`config.mk`:
```
export PLATFORM = sky130hd
export DESIGN_NAME = wb_arbiter_flat
export DESIGN_NICKNAME = d
export VERILOG_FILES = /design/src/rtl/wb_arbiter_pkg.sv /design/src/rtl/wb_arbiter_if.sv /design/src/rtl/wb_arbiter_fifo.sv /design/src/rtl/wb_arbiter.sv /design/src/flat_wrapper.sv
export SDC_FILE = /design/constraint.sdc
export NUM_CORES = 1
export LEC_CHECK = 0
export ABC_AREA = 1
export CAP_MARGIN = 25
export CORE_MARGIN = 3
export CORE_UTILIZATION = 63
export DETAILED_ROUTE_END_ITERATION = 12
export DONT_BUFFER_PORTS = 1
export GPL_TIMING_DRIVEN = 0
export PLACE_DENSITY_LB_ADDON = 0.05
export SYNTH_ARGS = -nofsm -noshare
export SYNTH_HDL_FRONTEND = slang
export SYNTH_SLANG_ARGS = --single-unit
```
`constraint.sdc`:
```
create_clock -name clock -period 3 [get_ports clock]
set_input_delay 0.6 -clock clock [delete_from_list [all_inputs] [get_ports clock]]
set_output_delay 0.6 -clock clock [all_outputs]
set_load 0.01 [all_outputs]
```
`src/rtl/wb_arbiter_pkg.sv`:
```
// Shared write-back types and register constants.
// Used by the arbiter, its FIFO and the bench.
package wb_arbiter_pkg;

    localparam logic [4:0] REG_RA   = 5'd31;
    localparam logic [4:0] REG_ZERO = 5'd0;
    localparam int         WB_W     = 32;

    typedef struct packed {
        logic [4:0]      rd;
        logic [WB_W-1:0] data;
    } wb_entry_t;

endpackage

```
`src/rtl/wb_arbiter_if.sv`:
```
// Write-back bus: ALU/MDU producers in, register-file port
// and hazard-unit status out.
interface wb_arbiter_if #(
    parameter int W = 32
);
    logic         alu_valid;
    logic [4:0]   alu_rd;
    logic         alu_jal;
    logic [W-1:0] alu_data;
    logic         mdu_issue;
    logic [4:0]   mdu_issue_rd;
    logic         mdu_valid;
    logic         mdu_ready;
    logic [4:0]   mdu_rd;
    logic [W-1:0] mdu_data;
    logic         regwrite;
    logic         jal_ra;
    logic [4:0]   wr_out;
    logic [W-1:0] write_data_out;
    logic [31:0]  busy_mask;
    logic         stall_req;

    modport slave (
        input  alu_valid, alu_rd, alu_jal, alu_data,
        input  mdu_issue, mdu_issue_rd,
        input  mdu_valid, mdu_rd, mdu_data,
        output mdu_ready,
        output regwrite, jal_ra, wr_out, write_data_out,
        output busy_mask, stall_req
    );

    modport master (
        output alu_valid, alu_rd, alu_jal, alu_data,
        output mdu_issue, mdu_issue_rd,
        output mdu_valid, mdu_rd, mdu_data,
        input  mdu_ready,
        input  regwrite, jal_ra, wr_out, write_data_out,
        input  busy_mask, stall_req
    );

endinterface

```
`src/rtl/wb_arbiter_fifo.sv`:
```
// Small synchronous FIFO holding MDU results that could
// not commit on the cycle they arrived.
module wb_fifo #(
    parameter int DW    = 37,
    parameter int DEPTH = 2
) (
    input  logic                     clock,
    input  logic                     reset,
    input  logic                     push,
    input  logic                     pop,
    input  logic [DW-1:0]            din,
    output logic [DW-1:0]            dout,
    output logic                     full,
    output logic                     empty,
    output logic [$clog2(DEPTH):0]   count
);
    localparam int AW = $clog2(DEPTH);

    logic [DW-1:0] mem [DEPTH];
    logic [AW-1:0] wr_ptr;
    logic [AW-1:0] rd_ptr;
    logic [AW:0]   cnt;

    assign dout  = mem[rd_ptr];
    assign full  = (cnt == (AW+1)'(DEPTH));
    assign empty = (cnt == '0);
    assign count = cnt;

    // Storage array; contents are meaningless while cnt is 0.
    always_ff @(posedge clock) begin
        if (push) mem[wr_ptr] <= din;
    end

    // Pointers wrap naturally; cnt separates full from empty.
    always_ff @(posedge clock or negedge reset) begin
        if (!reset) begin
            wr_ptr <= '0;
            rd_ptr <= '0;
            cnt    <= '0;
        end else begin
            if (push) wr_ptr <= wr_ptr + AW'(1);
            if (pop)  rd_ptr <= rd_ptr + AW'(1);
            if (push && !pop)      cnt <= cnt + (AW+1)'(1);
            else if (!push && pop) cnt <= cnt - (AW+1)'(1);
        end
    end

endmodule

```
`src/rtl/wb_arbiter.sv`:
```
// Register-file write-port arbiter: ALU first, then queued
// MDU results, then MDU bypass; tracks pending MDU dests.
module wb_arbiter
    import wb_arbiter_pkg::*;
#(
    parameter int W          = 32,
    parameter int FIFO_DEPTH = 2
) (
    input  logic        clock,
    input  logic        reset,
    wb_arbiter_if.slave bus
);
    localparam int AW = $clog2(FIFO_DEPTH);
    localparam int EW = 5 + W;

    logic          full;
    logic          empty;
    logic [AW:0]   count;
    logic [EW-1:0] head;
    logic [4:0]    head_rd;
    logic [W-1:0]  head_data;
    logic          xfer;
    logic          bypass;
    logic          push;
    logic          pop;
    logic          commit_mdu;
    logic [4:0]    commit_rd;
    logic [W-1:0]  commit_data;
    logic [31:0]   busy_q;
    logic [31:0]   busy_d;
    logic          rw_q;
    logic          jal_q;
    logic [4:0]    wr_q;
    logic [W-1:0]  wd_q;

    assign head_rd   = head[EW-1 -: 5];
    assign head_data = head[W-1:0];

    assign xfer   = bus.mdu_valid & ~full;
    assign bypass = xfer & empty & ~bus.alu_valid;
    assign push   = xfer & ~bypass;
    assign pop    = ~bus.alu_valid & ~empty;

    assign bus.mdu_ready      = ~full;
    assign bus.stall_req      = (count == (AW+1)'(FIFO_DEPTH));
    assign bus.busy_mask      = busy_q;
    assign bus.regwrite       = rw_q;
    assign bus.jal_ra         = jal_q;
    assign bus.wr_out         = wr_q;
    assign bus.write_data_out = wd_q;

    wb_fifo #(
        .DW    (EW),
        .DEPTH (FIFO_DEPTH)
    ) u_fifo (
        .clock (clock),
        .reset (reset),
        .push  (push),
        .pop   (pop),
        .din   ({bus.mdu_rd, bus.mdu_data}),
        .dout  (head),
        .full  (full),
        .empty (empty),
        .count (count)
    );

    // Pick the MDU result (if any) and next scoreboard value.
    always_comb begin
        commit_mdu  = 1'b0;
        commit_rd   = REG_ZERO;
        commit_data = '0;
        if (pop) begin
            commit_mdu  = 1'b1;
            commit_rd   = head_rd;
            commit_data = head_data;
        end else if (bypass) begin
            commit_mdu  = 1'b1;
            commit_rd   = bus.mdu_rd;
            commit_data = bus.mdu_data;
        end
        busy_d = busy_q;
        if (commit_mdu) busy_d[commit_rd] = 1'b0;
        if (bus.mdu_issue && bus.mdu_issue_rd != REG_ZERO)
            busy_d[bus.mdu_issue_rd] = 1'b1;
    end

    // Output registers, stable ahead of the negedge RF write.
    always_ff @(posedge clock or negedge reset) begin
        if (!reset) begin
            rw_q  <= 1'b0;
            jal_q <= 1'b0;
            wr_q  <= REG_ZERO;
            wd_q  <= '0;
        end else if (bus.alu_valid) begin
            jal_q <= bus.alu_jal;
            wr_q  <= bus.alu_jal ? REG_RA : bus.alu_rd;
            rw_q  <= bus.alu_jal | (bus.alu_rd != REG_ZERO);
            wd_q  <= bus.alu_data;
        end else if (commit_mdu) begin
            jal_q <= 1'b0;
            wr_q  <= commit_rd;
            rw_q  <= (commit_rd != REG_ZERO);
            wd_q  <= commit_data;
        end else begin
            rw_q  <= 1'b0;
            jal_q <= 1'b0;
        end
    end

    // Scoreboard of destinations with MDU results outstanding.
    always_ff @(posedge clock or negedge reset) begin
        if (!reset) busy_q <= '0;
        else        busy_q <= busy_d;
    end

endmodule

```
`src/flat_wrapper.sv`:
```
// flat-port wrapper written by rule: the top's interface ports become plain ports
module wb_arbiter_flat import wb_arbiter_pkg::*;
#(
    parameter int W          = 32,
    parameter int FIFO_DEPTH = 2
)
  (clock, reset, bus_alu_valid, bus_alu_rd, bus_alu_jal, bus_alu_data, bus_mdu_issue, bus_mdu_issue_rd, bus_mdu_valid, bus_mdu_rd, bus_mdu_data, bus_mdu_ready, bus_regwrite, bus_jal_ra, bus_wr_out, bus_write_data_out, bus_busy_mask, bus_stall_req);
  wb_arbiter_if #(.W(W)) bus_i ();
  input  logic clock;
  input  logic reset;
  input wire logic [$bits(bus_i.alu_valid)-1:0] bus_alu_valid;
  input wire logic [$bits(bus_i.alu_rd)-1:0] bus_alu_rd;
  input wire logic [$bits(bus_i.alu_jal)-1:0] bus_alu_jal;
  input wire logic [$bits(bus_i.alu_data)-1:0] bus_alu_data;
  input wire logic [$bits(bus_i.mdu_issue)-1:0] bus_mdu_issue;
  input wire logic [$bits(bus_i.mdu_issue_rd)-1:0] bus_mdu_issue_rd;
  input wire logic [$bits(bus_i.mdu_valid)-1:0] bus_mdu_valid;
  input wire logic [$bits(bus_i.mdu_rd)-1:0] bus_mdu_rd;
  input wire logic [$bits(bus_i.mdu_data)-1:0] bus_mdu_data;
  output wire logic [$bits(bus_i.mdu_ready)-1:0] bus_mdu_ready;
  output wire logic [$bits(bus_i.regwrite)-1:0] bus_regwrite;
  output wire logic [$bits(bus_i.jal_ra)-1:0] bus_jal_ra;
  output wire logic [$bits(bus_i.wr_out)-1:0] bus_wr_out;
  output wire logic [$bits(bus_i.write_data_out)-1:0] bus_write_data_out;
  output wire logic [$bits(bus_i.busy_mask)-1:0] bus_busy_mask;
  output wire logic [$bits(bus_i.stall_req)-1:0] bus_stall_req;
  assign bus_i.alu_valid = bus_alu_valid;
  assign bus_i.alu_rd = bus_alu_rd;
  assign bus_i.alu_jal = bus_alu_jal;
  assign bus_i.alu_data = bus_alu_data;
  assign bus_i.mdu_issue = bus_mdu_issue;
  assign bus_i.mdu_issue_rd = bus_mdu_issue_rd;
  assign bus_i.mdu_valid = bus_mdu_valid;
  assign bus_i.mdu_rd = bus_mdu_rd;
  assign bus_i.mdu_data = bus_mdu_data;
  assign bus_mdu_ready = bus_i.mdu_ready;
  assign bus_regwrite = bus_i.regwrite;
  assign bus_jal_ra = bus_i.jal_ra;
  assign bus_wr_out = bus_i.wr_out;
  assign bus_write_data_out = bus_i.write_data_out;
  assign bus_busy_mask = bus_i.busy_mask;
  assign bus_stall_req = bus_i.stall_req;
  wb_arbiter #(.W(W), .FIFO_DEPTH(FIFO_DEPTH)) u_core (.clock(clock), .reset(reset), .bus(bus_i));
endmodule
```
# After elaboration in Yosys (flattened, before gate mapping)
# Memory sizes are Yosys's and may differ from the RTL's.
# Index checks and enable logic that the tools add are counted.
# W data, S select, Z words.
[word_totals] memories=1 ff_bits=75 ramBits=74 input_bits=85 elab_cells=68 output_inout_bits=73
[op_classes] bitwise=13 n_eq_ne=1 n_mux=24 reduce_logical=13 addsub=4 order_cmp=4
[memory_table] name="u_core.u_fifo.mem" words=2 word_bits=37 rd=1 rd_ports_with_merged_regs=0 write_ports=1 line="wb_arbiter_fifo.sv:19" rtl="logic [DW-1:0] mem [DEPTH];"
[op_table] op="$mux W32" n=6
[op_table] op="$and A32 B32 Y32" n=1
[op_table] op="$not A32 Y32" n=1
[op_table] op="$or A32 B32 Y32" n=1
[op_table] op="$mux W5" n=5
[op_table] op="$reduce_bool A5 Y1" n=3
[op_table] op="$lt A5 B6 Y1 const B" n=2
[op_table] op="$demux W1 S5" n=2
[op_table] op="$ge A5 B1 Y1 const B" n=2
[op_table] op="$mux W1" n=9
[op_table] op="$and A1 B1 Y1" n=5
[op_table] op="$logic_and A1 B1 Y1" n=5
[op_table] op="$mux W2" n=2
[op_table] op="$not A1 Y1" n=4
[op_table] op="$reduce_bool A2 Y1" n=2
[op_table] op="$add A1 B1 Y1 const B" n=2
[op_table] op="$add A2 B1 Y2 const B" n=1
[op_table] op="$eq A2 B2 Y1 const B" n=1
[op_table] op="$logic_not A1 Y1" n=2
[op_table] op="$logic_not A2 Y1" n=1
[op_table] op="$sub A2 B1 Y2 const B" n=1
[op_table] op="$or A1 B1 Y1" n=1

# Longest topological paths before layout
[depth] ltp_word=16 depth_mapped=10 ltp_nobuf=10

# Modules after synthesis
# Synthesis repeated with hierarchy kept, for this count alone.
[unflattened] hier_cells=608 area_unflattened_um2=6521.3
[modules_own_cells] mod="wb_arbiter" seq_area_each_um2=1776.7 cells_each=468 instances=1 area_each_um2=3562.2
[modules_own_cells] mod="wb_fifo" seq_area_each_um2=2322.2 cells_each=140 instances=1 area_each_um2=2959.1

# Worst setup path before layout
# Ideal clock, no wire load.
[synth_path] path_type="input to register" from="input port bus_mdu_valid" to="memory u_core.u_fifo.mem[1][0] (enable)" path_buffers=0 cell_stages=5 arrival_ns=2.554 setup_ns=0.433 slack_ns=0.013 required_time_ns=2.567 path_cell_list="inv_1 > nor2_8 > nand2_1 > nand2_1 > nor2_1"
[synth_between] elab_chain_len=7
[synth_rtl] element="from (decl)" line="flat_wrapper.sv:17" rtl="input wire logic [$bits(bus_i.mdu_valid)-1:0] bus_mdu_valid;"
[synth_rtl] element="$and A1 B1 Y1 (*)" line="wb_arbiter.sv:39" rtl="assign xfer = bus.mdu_valid & ~full;"
[synth_rtl] element="$and A1 B1 Y1 (2 in a row)" line="wb_arbiter.sv:40" rtl="assign bypass = xfer & empty & ~bus.alu_valid;"
[synth_rtl] element="$not A1 Y1" line="wb_arbiter.sv:41" rtl="assign push = xfer & ~bypass;"
[synth_rtl] element="$and A1 B1 Y1 (*)" line="wb_arbiter.sv:41"
[synth_rtl] element="$mux W1 (*)" line="wb_arbiter_fifo.sv:31" rtl="if (push) mem[wr_ptr] <= din;"
[synth_rtl] element="$mux W1 (not written as such) (*)" line="wb_arbiter_fifo.sv:31"
[synth_rtl] element="to (decl)" line="wb_arbiter_fifo.sv:19"
# Mark *: on every way between the ends. The rest lies on a longest branch, timed or not.

# Final worst setup path
[layout_path] from="register u_core.u_fifo.cnt[0], in the netlist u_core.u_fifo.count[0]" to="register u_core.u_fifo.cnt[1], in the netlist u_core.u_fifo.count[1]"
[layout_between] elab_chain_len=10 word_cells_on_any_way=19 cone_classes="add/sub (2); eq/ne (1); mux (2); bitwise (8); reduce/logical (6)"
[layout_rtl] element="from (decl)" line="wb_arbiter_fifo.sv:22" rtl="logic [AW:0] cnt;"
[layout_rtl] element="from (signal assigned)" line="wb_arbiter_fifo.sv:43" rtl="if (push && !pop) cnt <= cnt + (AW+1)'(1);"
[layout_rtl] element="from (signal assigned)" line="wb_arbiter_fifo.sv:44" rtl="else if (!push && pop) cnt <= cnt - (AW+1)'(1);"
[layout_rtl] element="$eq A2 B2 Y1" line="wb_arbiter_fifo.sv:25" rtl="assign full = (cnt == (AW+1)'(DEPTH));"
[layout_rtl] element="$not A1 Y1" line="wb_arbiter.sv:39"
[layout_rtl] element="$and A1 B1 Y1" line="wb_arbiter.sv:39"
[layout_rtl] element="$and A1 B1 Y1 (2 in a row)" line="wb_arbiter.sv:40"
[layout_rtl] element="$not A1 Y1" line="wb_arbiter.sv:41"
[layout_rtl] element="$and A1 B1 Y1" line="wb_arbiter.sv:41"
[layout_rtl] element="$logic_not A1 Y1" line="wb_arbiter_fifo.sv:44"
[layout_rtl] element="$logic_and A1 B1 Y1" line="wb_arbiter_fifo.sv:44"
[layout_rtl] element="$reduce_bool A2 Y1 (no source line)"
# Several ways; a longest one is shown, not always the timed one. The select of a mux whose other input is x is not followed.
# A chain may end at the register's enable or synchronous reset.

==> metrics.txt <==
ys flop type dfrtp_1; Initial Util 0.6532; vias in the first global route 4696; clock latency on the worst-skew pair around 0.53 ns; IO Pins 158; CTS tree yes; worst hold start bus_mdu_data[8]; CP delay by family, top buffers and inverters; commonest non-fill, non-tap cell in the layout nand2_1; DR WL/cell 18.55 um; clock slew at reported path FFs around 0.07 ns; Cells after Synth 633; Setup crit end kind flop; status complete, no violations; hpwl dp 10060 um; clk root buf clkbuf_8; via count between 4000 and 5000; Peak VDD IR 0.0004916 V; Die Span X 106.9 um; largest net degree at the start of global routing 76; Finish-stage setup viols 0; Clock Skew between 0.01 and 0.015 ns; H-tree levels 4; most frequent cells in the layout 298 x nand2_1, 75 x dfrtp_1, 74 x edfxtp_1; drt pass-1 iters 5; period utilization 0.7024; final hold vios 0; layout cell share with drive strength beyond 1 0.1239; unrepaired setup endpoints after global routing false; CTS resizes 0; Final Power 7.185 mW; Inserted Clock Buffers 17; fraction of the yosys area taken by sequential cells 0.6391; Final Wtd Congestion 0.8709; die area 0.01143 sq mm; Critical Path Slowest Stage Cell dfrtp_1; crit path cell chain nor2_4 > nor2_8 > buf_6 > inv_2 > buf_4 > ha_1 > a21oi_1 > o21ai_0 > xor2_1; clock tree buffer depth 2; I/O Buffers 0; Worst Path Max Fanout 10; Distinct cells, synth 29; Static Leak 3.051 nW; Critical Path Source Type flop; syn avg cell area 10.13 sq um; vias per inst 5.737; initial antenna violation count 0; ys async rst share 0.5034; final worst slack 0.8929 ns; syn nets roughly 720; origin of the critical flop-to-flop path u_core.u_fifo.count[0]$_DFFE_PN0P_; area growth from synthesis to layout 13.13%; Rel. slew slack 0.3497; Post-CTS Setup Repair Bufs 0; area of the core 0.009819 sq mm; Overflow after GRT 0; WP data arrival around 2.5 ns; Buf/Inv on CP 3; Critical Path Start u_core.u_fifo.count[0]$_DFFE_PN0P_; Hold WC Path Type primary input to flop; CTS Sinks 149; DP Worst Slack 0.7965 ns; chip height approximately 110 um; Synth warnings 0; Detailed Route Iter0 Violations 345; WP data required roughly 3.4 ns; maximum clock rate 0.4746 GHz; Post-Syn Area 0.006414 sq mm; fin. max-slew vios 0; drt drc 0; P per Cell Area roughly 990 mW/mm^2; Tightest Pin Transition 0.9681 ns; setup_tns 0 ns; final hold slack 0.1615 ns; global-route usage over all layers 0.2767; diodes inserted 0; fin nets 743; WL final approximately 15000 um; max incr delay on CP ~0.44 ns; first-pass GRT wire length 24120 um; row cnt 36; hold-fix buffer count after cts 2; Post-synth EDFFs 74; min cycle time layout 2.107 ns; post-route ant nets 0; flop and latch count out of synthesis 149; Setup CP Type flop to flop; # Max-Cap Violations 0
[synthesized netlist by cell type (6+ instances only)]
cell type / count / area (sq um)
a21boi_0: 16 / 120.1
nand3_1: 29 / 145.1
nand2_2: 6 / 37.54
o2111ai_1: 7 / 61.31
buf_6: 6 / 67.56
dfrtp_1: 75 / 1877
clkbuf_1: 6 / 22.52
nand4_1: 16 / 100.1
buf_2: 8 / 40.04
nand2_1: 298 / 1119
inv_1: 14 / 52.55
o21ai_0: 18 / 90.09
edfxtp_1: 74 / 2222
inv_2: 8 / 30.03
nor3_1: 10 / 50.05
o2111ai_2: 9 / 135.1
nor2_1: 13 / 48.80
[flip-flops by register name (all words and copies together) (netlist names)]
name and flops:
u_core.bus.busy_mask 32, u_core.u_fifo.rd_ptr 1, u_core.bus.jal_ra 1, u_core.bus.wr_out 5, u_core.u_fifo.wr_ptr 1, u_core.u_fifo.mem 74, u_core.bus.write_data_out 32, u_core.bus.regwrite 1
u_core.u_fifo.count 2
[per-stage QoR]
stage	utilization	cell area, sq um	cells
floorplan	-	6414	633
global placement	0.6701	6580	766
detailed placement	0.6757	6635	768
CTS	0.7384	7251	802
global route	0.7389	7256	803
finish	0.7389	7256	803
[power breakdown]
part	internal [mW]	switching [mW]	leakage [nW]
Clock	1.26	0.829	0.274
Sequential	2.83	0.539	1.58
Combinational	0.558	1.18	1.20
Total	4.64	2.54	3.05
[layout make-up]
type,instances,area (sq um)
fillers,721,2564
clock buffers,18,417.9
well taps,133,166.4
flip-flops and latches,149,4099
clock inverters,14,160.2
multi-input cells,439,2100
repair buffers,5,82.58
plain buffers,22,141.4
inverters,23,88.84
[cells by family (layout without fill, tap and decap cells)]
kind of cell             Yosys count  in the layout  share of synthesized area
XOR/XNOR                           3              3                   0.004098
AO/OA/AOI/OAI                     53             53                    0.06653
flip-flops                       149            149                     0.6391
buffers and inverters             45             82                    0.03590
adder cells (fa/ha/maj)            1              1                   0.001951
AND/OR/NAND/NOR                  382            382                     0.2524
[layer usage]
metal  GRT usage  vias up  part of all wire
met5           0        -                 0
met4     0.09406        0             0.016
met3     0.08007       22             0.081
met2      0.4541      188              0.49
met1      0.3562     2226              0.41
li1            -     2171                 -
[final timing paths]
kind                                                        endpoint  slack (ns)  cells after the start
min in group asynchronous  u_core.bus.write_data_out[16]$_DFFE_PN0P_        0.67                      2
min                                u_core.u_fifo.mem[0][8]$_DFFE_PP_        0.16                      0
max reg2reg                       u_core.u_fifo.count[1]$_DFFE_PN0P_        0.89                      9
min reg2reg                       u_core.bus.busy_mask[11]$_DFF_PN0_        0.55                      2
max                               u_core.u_fifo.count[1]$_DFFE_PN0P_        0.89                      9
max in group asynchronous         u_core.u_fifo.count[1]$_DFFE_PN0P_        2.01                      2
No activity file was read; power rests on OpenSTA's default activity.
